--- src/rtl/johnson_decoder.sv ---
// Decodes 4-bit Johnson codes to a 0..7 position and tracks succession lock.
// Define JDEC_ERRCNT_EN to build the saturating illegal/seq_err event counter.
module johnson_decoder #(
    parameter int unsigned LOCK_CNT = 2,
    parameter int unsigned ERR_W    = 8
) (
    input  logic             clk,
    input  logic             rst,
    input  logic [3:0]       code_in,
    input  logic             code_valid,
    output logic [2:0]       index,
    output logic             index_valid,
    output logic             illegal,
    output logic             seq_err,
    output logic             locked,
    output logic [ERR_W-1:0] err_count
);

    localparam int unsigned CODE_W = 4;
    localparam int unsigned IDX_W  = 3;
    localparam int unsigned CNT_W  = 3;

    typedef enum logic [1:0] {
        ST_SEARCH = 2'd0,
        ST_VERIFY = 2'd1,
        ST_LOCKED = 2'd2
    } state_e;

    state_e             state_q, state_d;
    logic [CODE_W-1:0]  samp_code_q, samp_code_d;
    logic               samp_vld_q, samp_vld_d;
    logic [CNT_W-1:0]   match_cnt_q, match_cnt_d;
    logic [IDX_W-1:0]   ref_q, ref_d;
    logic [IDX_W-1:0]   index_q, index_d;
    logic               index_valid_q, index_valid_d;
    logic               illegal_q, illegal_d;
    logic               seq_err_q, seq_err_d;
    logic               locked_q, locked_d;

    logic               legal_c;
    logic [IDX_W-1:0]   dec_idx_c;
    logic [IDX_W-1:0]   expect_c;
    logic [CNT_W:0]     cnt_inc_c;

    // Input sample stage: code_in is captured only when code_valid is high.
    always_comb begin
        samp_vld_d  = code_valid;
        samp_code_d = code_valid ? code_in : samp_code_q;
    end

    // Johnson code lookup.
    always_comb begin
        legal_c   = 1'b1;
        dec_idx_c = '0;
        case (samp_code_q)
            4'b0000: dec_idx_c = 3'd0;
            4'b1000: dec_idx_c = 3'd1;
            4'b1100: dec_idx_c = 3'd2;
            4'b1110: dec_idx_c = 3'd3;
            4'b1111: dec_idx_c = 3'd4;
            4'b0111: dec_idx_c = 3'd5;
            4'b0011: dec_idx_c = 3'd6;
            4'b0001: dec_idx_c = 3'd7;
            default: legal_c   = 1'b0;
        endcase
    end

    assign expect_c  = ref_q + IDX_W'(1);
    assign cnt_inc_c = {1'b0, match_cnt_q} + (CNT_W + 1)'(1);

    // Next-state and registered output logic.
    always_comb begin
        state_d       = state_q;
        match_cnt_d   = match_cnt_q;
        ref_d         = ref_q;
        index_d       = index_q;
        index_valid_d = 1'b0;
        illegal_d     = 1'b0;
        seq_err_d     = 1'b0;

        if (samp_vld_q) begin
            index_valid_d = 1'b1;
            illegal_d     = ~legal_c;
            if (legal_c) begin
                index_d = dec_idx_c;
            end
            case (state_q)
                ST_SEARCH: begin
                    if (legal_c) begin
                        ref_d       = dec_idx_c;
                        match_cnt_d = '0;
                        state_d     = ST_VERIFY;
                    end
                end
                ST_VERIFY: begin
                    if (!legal_c) begin
                        state_d = ST_SEARCH;
                    end else if (dec_idx_c == expect_c) begin
                        match_cnt_d = cnt_inc_c[CNT_W-1:0];
                        ref_d       = dec_idx_c;
                        if (cnt_inc_c >= (CNT_W + 1)'(LOCK_CNT)) begin
                            state_d = ST_LOCKED;
                        end
                    end else begin
                        ref_d       = dec_idx_c;
                        match_cnt_d = '0;
                    end
                end
                ST_LOCKED: begin
                    if (legal_c && (dec_idx_c == expect_c)) begin
                        ref_d = dec_idx_c;
                    end else begin
                        seq_err_d = 1'b1;
                        state_d   = ST_SEARCH;
                    end
                end
                default: state_d = ST_SEARCH;
            endcase
        end

        locked_d = (state_d == ST_LOCKED);
    end

    always_ff @(posedge clk or negedge rst) begin
        if (!rst) begin
            state_q       <= ST_SEARCH;
            samp_code_q   <= '0;
            samp_vld_q    <= 1'b0;
            match_cnt_q   <= '0;
            ref_q         <= '0;
            index_q       <= '0;
            index_valid_q <= 1'b0;
            illegal_q     <= 1'b0;
            seq_err_q     <= 1'b0;
            locked_q      <= 1'b0;
        end else begin
            state_q       <= state_d;
            samp_code_q   <= samp_code_d;
            samp_vld_q    <= samp_vld_d;
            match_cnt_q   <= match_cnt_d;
            ref_q         <= ref_d;
            index_q       <= index_d;
            index_valid_q <= index_valid_d;
            illegal_q     <= illegal_d;
            seq_err_q     <= seq_err_d;
            locked_q      <= locked_d;
        end
    end

    assign index       = index_q;
    assign index_valid = index_valid_q;
    assign illegal     = illegal_q;
    assign seq_err     = seq_err_q;
    assign locked      = locked_q;

`ifdef JDEC_ERRCNT_EN
    logic [ERR_W-1:0] err_q, err_d;

    // One count per erroneous sample, saturating at all-ones.
    always_comb begin
        err_d = err_q;
        if ((illegal_d || seq_err_d) && (err_q != {ERR_W{1'b1}})) begin
            err_d = err_q + ERR_W'(1);
        end
    end

    always_ff @(posedge clk or negedge rst) begin
        if (!rst) begin
            err_q <= '0;
        end else begin
            err_q <= err_d;
        end
    end

    assign err_count = err_q;
`else
    assign err_count = '0;
`endif

endmodule

--- config.mk ---
export PLATFORM = sky130hd
export DESIGN_NAME = johnson_decoder
export DESIGN_NICKNAME = d
export VERILOG_FILES = /design/src/rtl/johnson_decoder.sv
export SDC_FILE = /design/constraint.sdc
export NUM_CORES = 1
export LEC_CHECK = 0
export CAP_MARGIN = 20
export CORE_AREA = 2 2 53 50
export DETAILED_ROUTE_END_ITERATION = 12
export DIE_AREA = 0 0 55 52
export PLACE_DENSITY = 0.8
export SYNTH_ARGS = -nofsm -noshare
export SYNTH_HDL_FRONTEND = slang
export SYNTH_SLANG_ARGS = --single-unit
--- constraint.sdc ---
create_clock -name clk -period 4.02 [get_ports clk]
set_clock_uncertainty 0.1 [all_clocks]
set_input_delay 0.402 -clock clk [delete_from_list [all_inputs] [get_ports clk]]
set_output_delay 0.402 -clock clk [all_outputs]
set_load 0.01 [all_outputs]
==> impl_metrics.env, run 1 <==
export IMPL_fraction_of_met3_tracks_used_by_global_routing_pct=3.16
export IMPL_number_of_antenna_violations_at_the_first_check_in_global_routing=0
export IMPL_rsz0062_at_grt="false"
export IMPL_design_power_total_mw=0.594
export IMPL_seq_power_share_pct=46.0
export IMPL_totalNegativeSetupSlack_ns=0
export IMPL_wl_um=2220
export IMPL_final_design_area_no_fill_um2=1330
export IMPL_detail_route_iter0_violations=11
export IMPL_place_ws_ns=1.72
export IMPL_num_vias=875
export IMPL_yosysMostFrequentCell="dfrtp_1"
export IMPL_boundaryPins=22
export IMPL_power_switching_mw=0.209
export IMPL_seq_area_frac_synth_pct=41.6
export IMPL_netlist_top_cells_count="dfrtp_1 (20), buf_4 (8), nand2_1 (7), inv_1 (6)"
export IMPL_placement_rows=17
export IMPL_power_frac_clock_pct=19.9
export IMPL_hold_buffers=0
export IMPL_insertion_delay_ns=0.30
export IMPL_postSynthAreaPerCell_um2=10.6
export IMPL_post_synth_num_cell_types=46
export IMPL_maxSlewViolCount=0
export IMPL_drt_first_pass_iters=4
export IMPL_design_die_area_um2=2860
export IMPL_cts_htree_levels=1
export IMPL_cts_num_sinks=20
export IMPL_critical_path_reg2reg_startpoint="ref_q[0]"
export IMPL_coreArea_um2=2340
export IMPL_final_critical_path_setup_slack_ns=1.70
export IMPL_number_of_instances_on_the_worst_hold_path=1
export IMPL_critPathKind="register to register"
export IMPL_cp_data_arrival_time_ns=2.41
export IMPL_syn_inst=114
export IMPL_top_area_cells_in_the_synthesized_netlist="dfrtp_1 (42%), buf_4 (5.0%), mux2_2 (4.7%)"
export IMPL_data_required_time_at_the_worst_endpoint_ns=4.11
export IMPL_slew_headroom_pct=41.9
export IMPL_power_internal_mw=0.385
export IMPL_timing_critical_path_to_type="register"
export IMPL_clk_transition_reported_paths_ns=0.12
export IMPL_maximum_resistive_drop_on_vdd_mv=0.230
export IMPL_power_density_cell_area_nw_per_um2=448
export IMPL_cts_root_buf="clkbuf_4"
export IMPL_synth_flop_cell="dfrtp_1"
export IMPL_setup_violators_final=0
export IMPL_grt_start_max_net_pins=21
export IMPL_timing_hold_worst_start="index[1]"
export IMPL_postCtsSetupRepairBufs=0
export IMPL_finalHoldWorstSlack_ns=0.421
export IMPL_drive_gt1_share_pct=12.7
export IMPL_crit_path_max_fanout=5
export IMPL_regToRegEndpoint="ref_q[1]"
export IMPL_cts_tree="built"
export IMPL_effective_utilization_at_floorplan_pct=51.4
export IMPL_tightest_slew_ns=0.869
export IMPL_place_detailed_hpwl_um=1590
export IMPL_portbufs=13
export IMPL_total_leakage_power_nw=0.585
export IMPL_num_nets_final=137
export IMPL_synth_top_area_cell="dfrtp_1"
export IMPL_hold_path_class="register to register"
export IMPL_vias_per_cell=5.68
export IMPL_timing_final_crit_share_pct=57.7
export IMPL_area_delta_synth_final_pct=10.2
export IMPL_fmax_mhz=431
export IMPL_timing_final_hold_violations=0
export IMPL_drv_max_cap_violation_count=0
export IMPL_cts_repair_resized=0
export IMPL_global_route_usage_met2_pct=27.2
export IMPL_place_gp_congestion=0.784
export IMPL_tritoncts_num_buffers=3
export IMPL_grt_busiest_layer="met2"
export IMPL_number_of_global_route_vias_before_repair=872
export IMPL_cts_max_path_buffers=2
export IMPL_postSynthRegisterBits=20
export IMPL_synthesis_area_um2=1200
export IMPL_die_h_um=52
export IMPL_async_reset_ff_share_pct=100
export IMPL_final_antenna_net_count=0
export IMPL_p_comb_share_pct=34.1
export IMPL_die_width_um=55
export IMPL_remaining_drc_errors=0
export IMPL_postPlaceCellArea_um2=1290
export IMPL_run_status="finished, final reports clean"
export IMPL_switching_share_pct=35.1
export IMPL_grt_overflow_total=0
export IMPL_diodes=0
export IMPL_yosys_area_top_type_share_pct=41.6
export IMPL_worstRegToRegCells=7
export IMPL_synth_edff_count=0
export IMPL_startpoint_type="register"
export IMPL_rrSetupSlack_ns=1.70
export IMPL_grt_first_pass_wirelength_um=3800
export IMPL_yosys_warnings=0
export IMPL_routed_wire_length_per_instance_um=14.4
export IMPL_groute_layer_met1_usage_pct=24.1
export IMPL_min_to="index[1]"
export IMPL_finalCriticalPeriod_ns=2.32
export IMPL_gr_usage_all_layers_pct=18.3
==> state kept, by name, summed over array words and instances, names as in the netlist <==
| signal | cells |
|---|---|
| samp_code_q | 4 |
| state_q | 2 |
| samp_vld_q | 1 |
| index_valid | 1 |
| index | 3 |
| seq_err | 1 |
| match_cnt_q | 3 |
| illegal | 1 |
| ref_q | 3 |
| locked | 1 |
==> critical path: stages, from the launching register on <==
cell and delay (ns):
dfrtp_1 0.45, ha_1 0.36, or2b_1 0.25, o21bai_1 0.15, o211a_1 0.18, nor4_2 0.26
o21ai_2 0.13, mux2_1 0.33
==> worst max path at each step <==
stage,from,endpoint,cells after the start
final,ref_q[0],ref_q[1],7
after global routing,ref_q[0],ref_q[0],7
after CTS,ref_q[0],ref_q[0],7
after detailed placement,ref_q[0],ref_q[0],7
after global placement,ref_q[0],ref_q[1],7
after floorplan,ref_q[0],ref_q[0],7
==> layout make-up <==
type                            count  area (um^2)
Tap cell                           28         35.0
Inverter                            6         22.5
Multi-Input combinational cell     83          602
Timing Repair Buffer               13          130
Fill cell                         219         1010
Clock buffer                        4         36.3
Sequential cell                    20          500
==> per-layer routing <==
metal	vias to the layer above	share of wire [%]
met4	0	2.9
met3	10	4.1
met5	-	0
met1	418	47
li1	417	-
met2	30	46
==> kinds of logic (layout without fill, tap and decap cells) <==
family	Yosys count	count (layout)	synth area share, %
AND/OR/NAND/NOR	31	31	15.3
AO/OA/AOI/OAI	23	23	14.0
multiplexers	12	12	10.7
buffers and inverters	18	23	10.6
flip-flops	20	20	41.6
adder cells (fa/ha/maj)	3	3	3.12
other	1	8	0.312
XOR/XNOR	6	6	4.37
==> metrics by stage <==
step / utilization [%] / instances
CTS: 56.7 / 154
global route: 56.7 / 154
finish: 56.7 / 154
detailed placement: 55.1 / 150
floorplan: - / 121
global placement: 55.1 / 150
==> layout by cell type, fill, tap and decap left out, types with 2 or more instances in the layout <==
| master | instances |
|---|---|
| mux2_1 | 2 |
| o21ai_1 | 2 |
| inv_1 | 6 |
| mux2_2 | 5 |
| clkdlybuf4s50_1 | 13 |
| nor4_1 | 2 |
| nand3_1 | 2 |
| nand2_1 | 7 |
| nand4_1 | 2 |
| mux2i_1 | 5 |
| o21ai_0 | 2 |
| xor2_1 | 3 |
| ha_1 | 3 |
| xnor2_1 | 3 |
| dfrtp_1 | 20 |
| nor2_1 | 5 |
| conb_1 | 8 |
| clkbuf_4 | 3 |
| a21oi_1 | 4 |
| nand2b_1 | 2 |
==> power groups by stage <==
stage	clock network (mW)	registers [mW]	logic (mW)
floorplan	0	0.266	0.157
global placement	0	0.273	0.192
detailed placement	0	0.278	0.201
CTS	0.122	0.273	0.203
global route	0.128	0.279	0.232
finish	0.118	0.273	0.203
No activity file was read; power rests on OpenSTA's default activity.
==> inputs of run 2 (changes only) <==
CORE_AREA = 2 2 57 54   (was 2 2 53 50)
DIE_AREA = 0 0 59 56   (was 0 0 55 52)
PLACE_DENSITY = 0.72   (was 0.8)
clock period = 2 ns   (was 4.02 ns; I/O delays follow)
==> run 2 against run 1 <==
Compared with the run above: the flow now finishes with violations (negative setup slack); wire length is 4.6% higher; via count is 5.1% higher; critical path depth stayed put; clock power is 100% higher; maximum frequency is 10% higher; core utilization is 2.2 points lower; design area is 9.2% higher; die area is 16% higher; critical endpoint is now ref_q[0]; highest routed layer unchanged.
==> impl_metrics.env, run 2 (synthesized netlist as in run 1, its figures left out) <==
export IMPL_run_status="finished with violations"
export IMPL_violated_checks="negative setup slack"
export IMPL_num_vias=920
export IMPL_critical_path_reg2reg_startpoint="ref_q[1]"
export IMPL_crit_path_max_fanout=4
export IMPL_grt_overflow_total=0
export IMPL_area_sequential_um2=500
export IMPL_switching_share_pct=34.6
export IMPL_cts_max_path_buffers=2
export IMPL_maxSlewViolCount=0
export IMPL_finalHoldWorstSlack_ns=0.119
export IMPL_num_nets_final=148
export IMPL_seq_power_share_pct=41.2
export IMPL_rrSetupSlack_ns=-0.11
export IMPL_critical_path_slowest_cell="dfrtp_1"
export IMPL_power_frac_clock_pct=18.3
export IMPL_timing_critical_path_to_type="register"
export IMPL_cts_htree_levels=1
export IMPL_critPathKind="register to register"
export IMPL_detail_route_iter0_violations=12
export IMPL_final_antenna_net_count=0
export IMPL_place_ws_ns=-0.0798
export IMPL_cp_startpoint="ref_q[1]"
export IMPL_timing_final_hold_violations=0
export IMPL_power_switching_mw=0.447
export IMPL_place_gp_congestion=0.734
export IMPL_coreArea_um2=2660
export IMPL_number_of_global_route_vias_before_repair=845
export IMPL_diodes=0
export IMPL_finalCriticalPeriod_ns=2.11
export IMPL_total_leakage_power_nw=0.646
export IMPL_commonest_non_fill_non_tap_cells_in_the_layout="dfrtp_1 (20), clkdlybuf4s50_1 (13), buf_4 (11)"
export IMPL_power_density_cell_area_nw_per_um2=891
export IMPL_maximum_resistive_drop_on_vdd_mv=0.304
export IMPL_cp_slowest_stage_delay_ns=0.42
export IMPL_area_delta_synth_final_pct=20.4
export IMPL_gr_usage_all_layers_pct=15.3
export IMPL_drive_gt1_share_pct=23.4
export IMPL_largest_reg_flops=4
export IMPL_die_h_um=56
export IMPL_rsz0062_at_grt="true"
export IMPL_setup_violators_final=7
export IMPL_die_width_um=59
export IMPL_place_inst=162
export IMPL_final_critical_path_setup_slack_ns=-0.106
export IMPL_p_comb_share_pct=40.6
export IMPL_portbufs=13
export IMPL_stdcell_count=167
export IMPL_hold_path_class="primary input to asynchronous set/reset pin"
export IMPL_insertion_delay_ns=0.30
export IMPL_largest_register_by_flop_count="samp_code_q"
export IMPL_tritoncts_num_buffers=3
export IMPL_power_internal_mw=0.844
export IMPL_effective_utilization_at_floorplan_pct=45.3
export IMPL_cts_root_buf="clkbuf_4"
export IMPL_vias_per_cell=5.51
export IMPL_multi_input_area_um2=639
export IMPL_drt_first_pass_iters=4
export IMPL_number_of_antenna_violations_at_the_first_check_in_global_routing=0
export IMPL_cts_num_sinks=20
export IMPL_design_die_area_um2=3300
export IMPL_grt_start_max_net_pins=21
export IMPL_critical_path_top_delay_family="simple AND/OR/NAND/NOR gates"
export IMPL_routed_wire_length_per_instance_um=13.9
export IMPL_cts_tree="built"
export IMPL_fmax_mhz=475
export IMPL_wl_um=2320
export IMPL_timing_final_crit_share_pct=105
export IMPL_remaining_drc_errors=0
export IMPL_drv_max_cap_violation_count=0
export IMPL_cp_data_arrival_time_ns=2.21
export IMPL_postPlaceCellArea_um2=1380
export IMPL_path_buf_inv=0
export IMPL_data_required_time_at_the_worst_endpoint_ns=2.10
export IMPL_crit_chain="ha_4, or2b_1, a21oi_1, a211oi_2, nor4_2, o21ai_2, mux2_1"
export IMPL_placement_rows=18
export IMPL_final_fill_count=230
export IMPL_mostFrequentLayoutCell="dfrtp_1"
export IMPL_final_design_area_no_fill_um2=1450
export IMPL_boundaryPins=22
export IMPL_place_detailed_hpwl_um=1710
export IMPL_grt_first_pass_wirelength_um=3860
export IMPL_hold_buffers=0
export IMPL_startpoint_type="register"
export IMPL_clk_transition_reported_paths_ns=0.11
-- run 2: cell types whose count changed in the layout (fill, tap and decap cells not counted), sizes merged --
cell,delta
buf,+11
-- run 2: metrics by stage --
| stage | TNS [ns] | utilization, % | total power, mW |
|---|---|---|---|
| floorplan | 0 | - | 0.863 |
| global placement | -0.0519 | 51.9 | 1.00 |
| detailed placement | -0.255 | 51.9 | 1.03 |
| CTS | -0.388 | 53.3 | 1.26 |
| global route | -1.32 | 54.5 | 1.39 |
| finish | -0.358 | 54.5 | 1.29 |
-- run 2: worst paths after layout --
path / end / cells after the start
max in group asynchronous: state_q[1] / 2
setup / recovery: ref_q[0] / 7
hold / removal: ref_q[2] / 2
hold reg to reg: index[1] / 1
setup reg to reg: ref_q[0] / 7
min in group clk: samp_code_q[3] / 3
-- run 2: metal layers --
layer | vias to the layer above | track usage, % | routed length [um]
met5 | - | 0 | 0
met4 | 0 | 6.82 | 41
met3 | 4 | 2.09 | 73
met2 | 22 | 23.8 | 1160
met1 | 451 | 20.9 | 1040
li1 | 443 | - | -
-- run 2: power by group through the flow --
stage	Sequential, mW	Combinational [mW]	Clock (mW)
3_3_place_gp	0.535	0.470	0
5_1_grt	0.544	0.582	0.263
2_1_floorplan	0.540	0.323	0
3_5_place_dp	0.539	0.486	0
6_report	0.532	0.524	0.236
4_1_cts	0.531	0.489	0.243
-- run 2: area by class of cell --
class | instances | share of cell area, %
Sequential cell | 20 | 34.5
Clock buffer | 4 | 2.50
Multi-Input combinational cell | 83 | 44.1
Tap cell | 30 | 2.59
Timing Repair Buffer | 24 | 14.7
Inverter | 6 | 1.55
-- run 2: timing repair --
action / 4_1_cts / 5_1_grt
gates resized for setup: 0 / 6
setup buffers: 0 / 1
pin swaps: 0 / 6
setup endpoints to repair: 6 / 9
endpoints found under the hold margin: 0 / 0
gates cloned: 0 / 0
-- run 2: worst reg2reg max path, delay by kind of cell (launching register included) --
| family | cells | cell delay [ns] |
|---|---|---|
| simple gates | 2 | 0.53 |
| flops | 1 | 0.42 |
| compound gates | 3 | 0.35 |
| mux | 1 | 0.32 |
| fa+ha+maj | 1 | 0.26 |
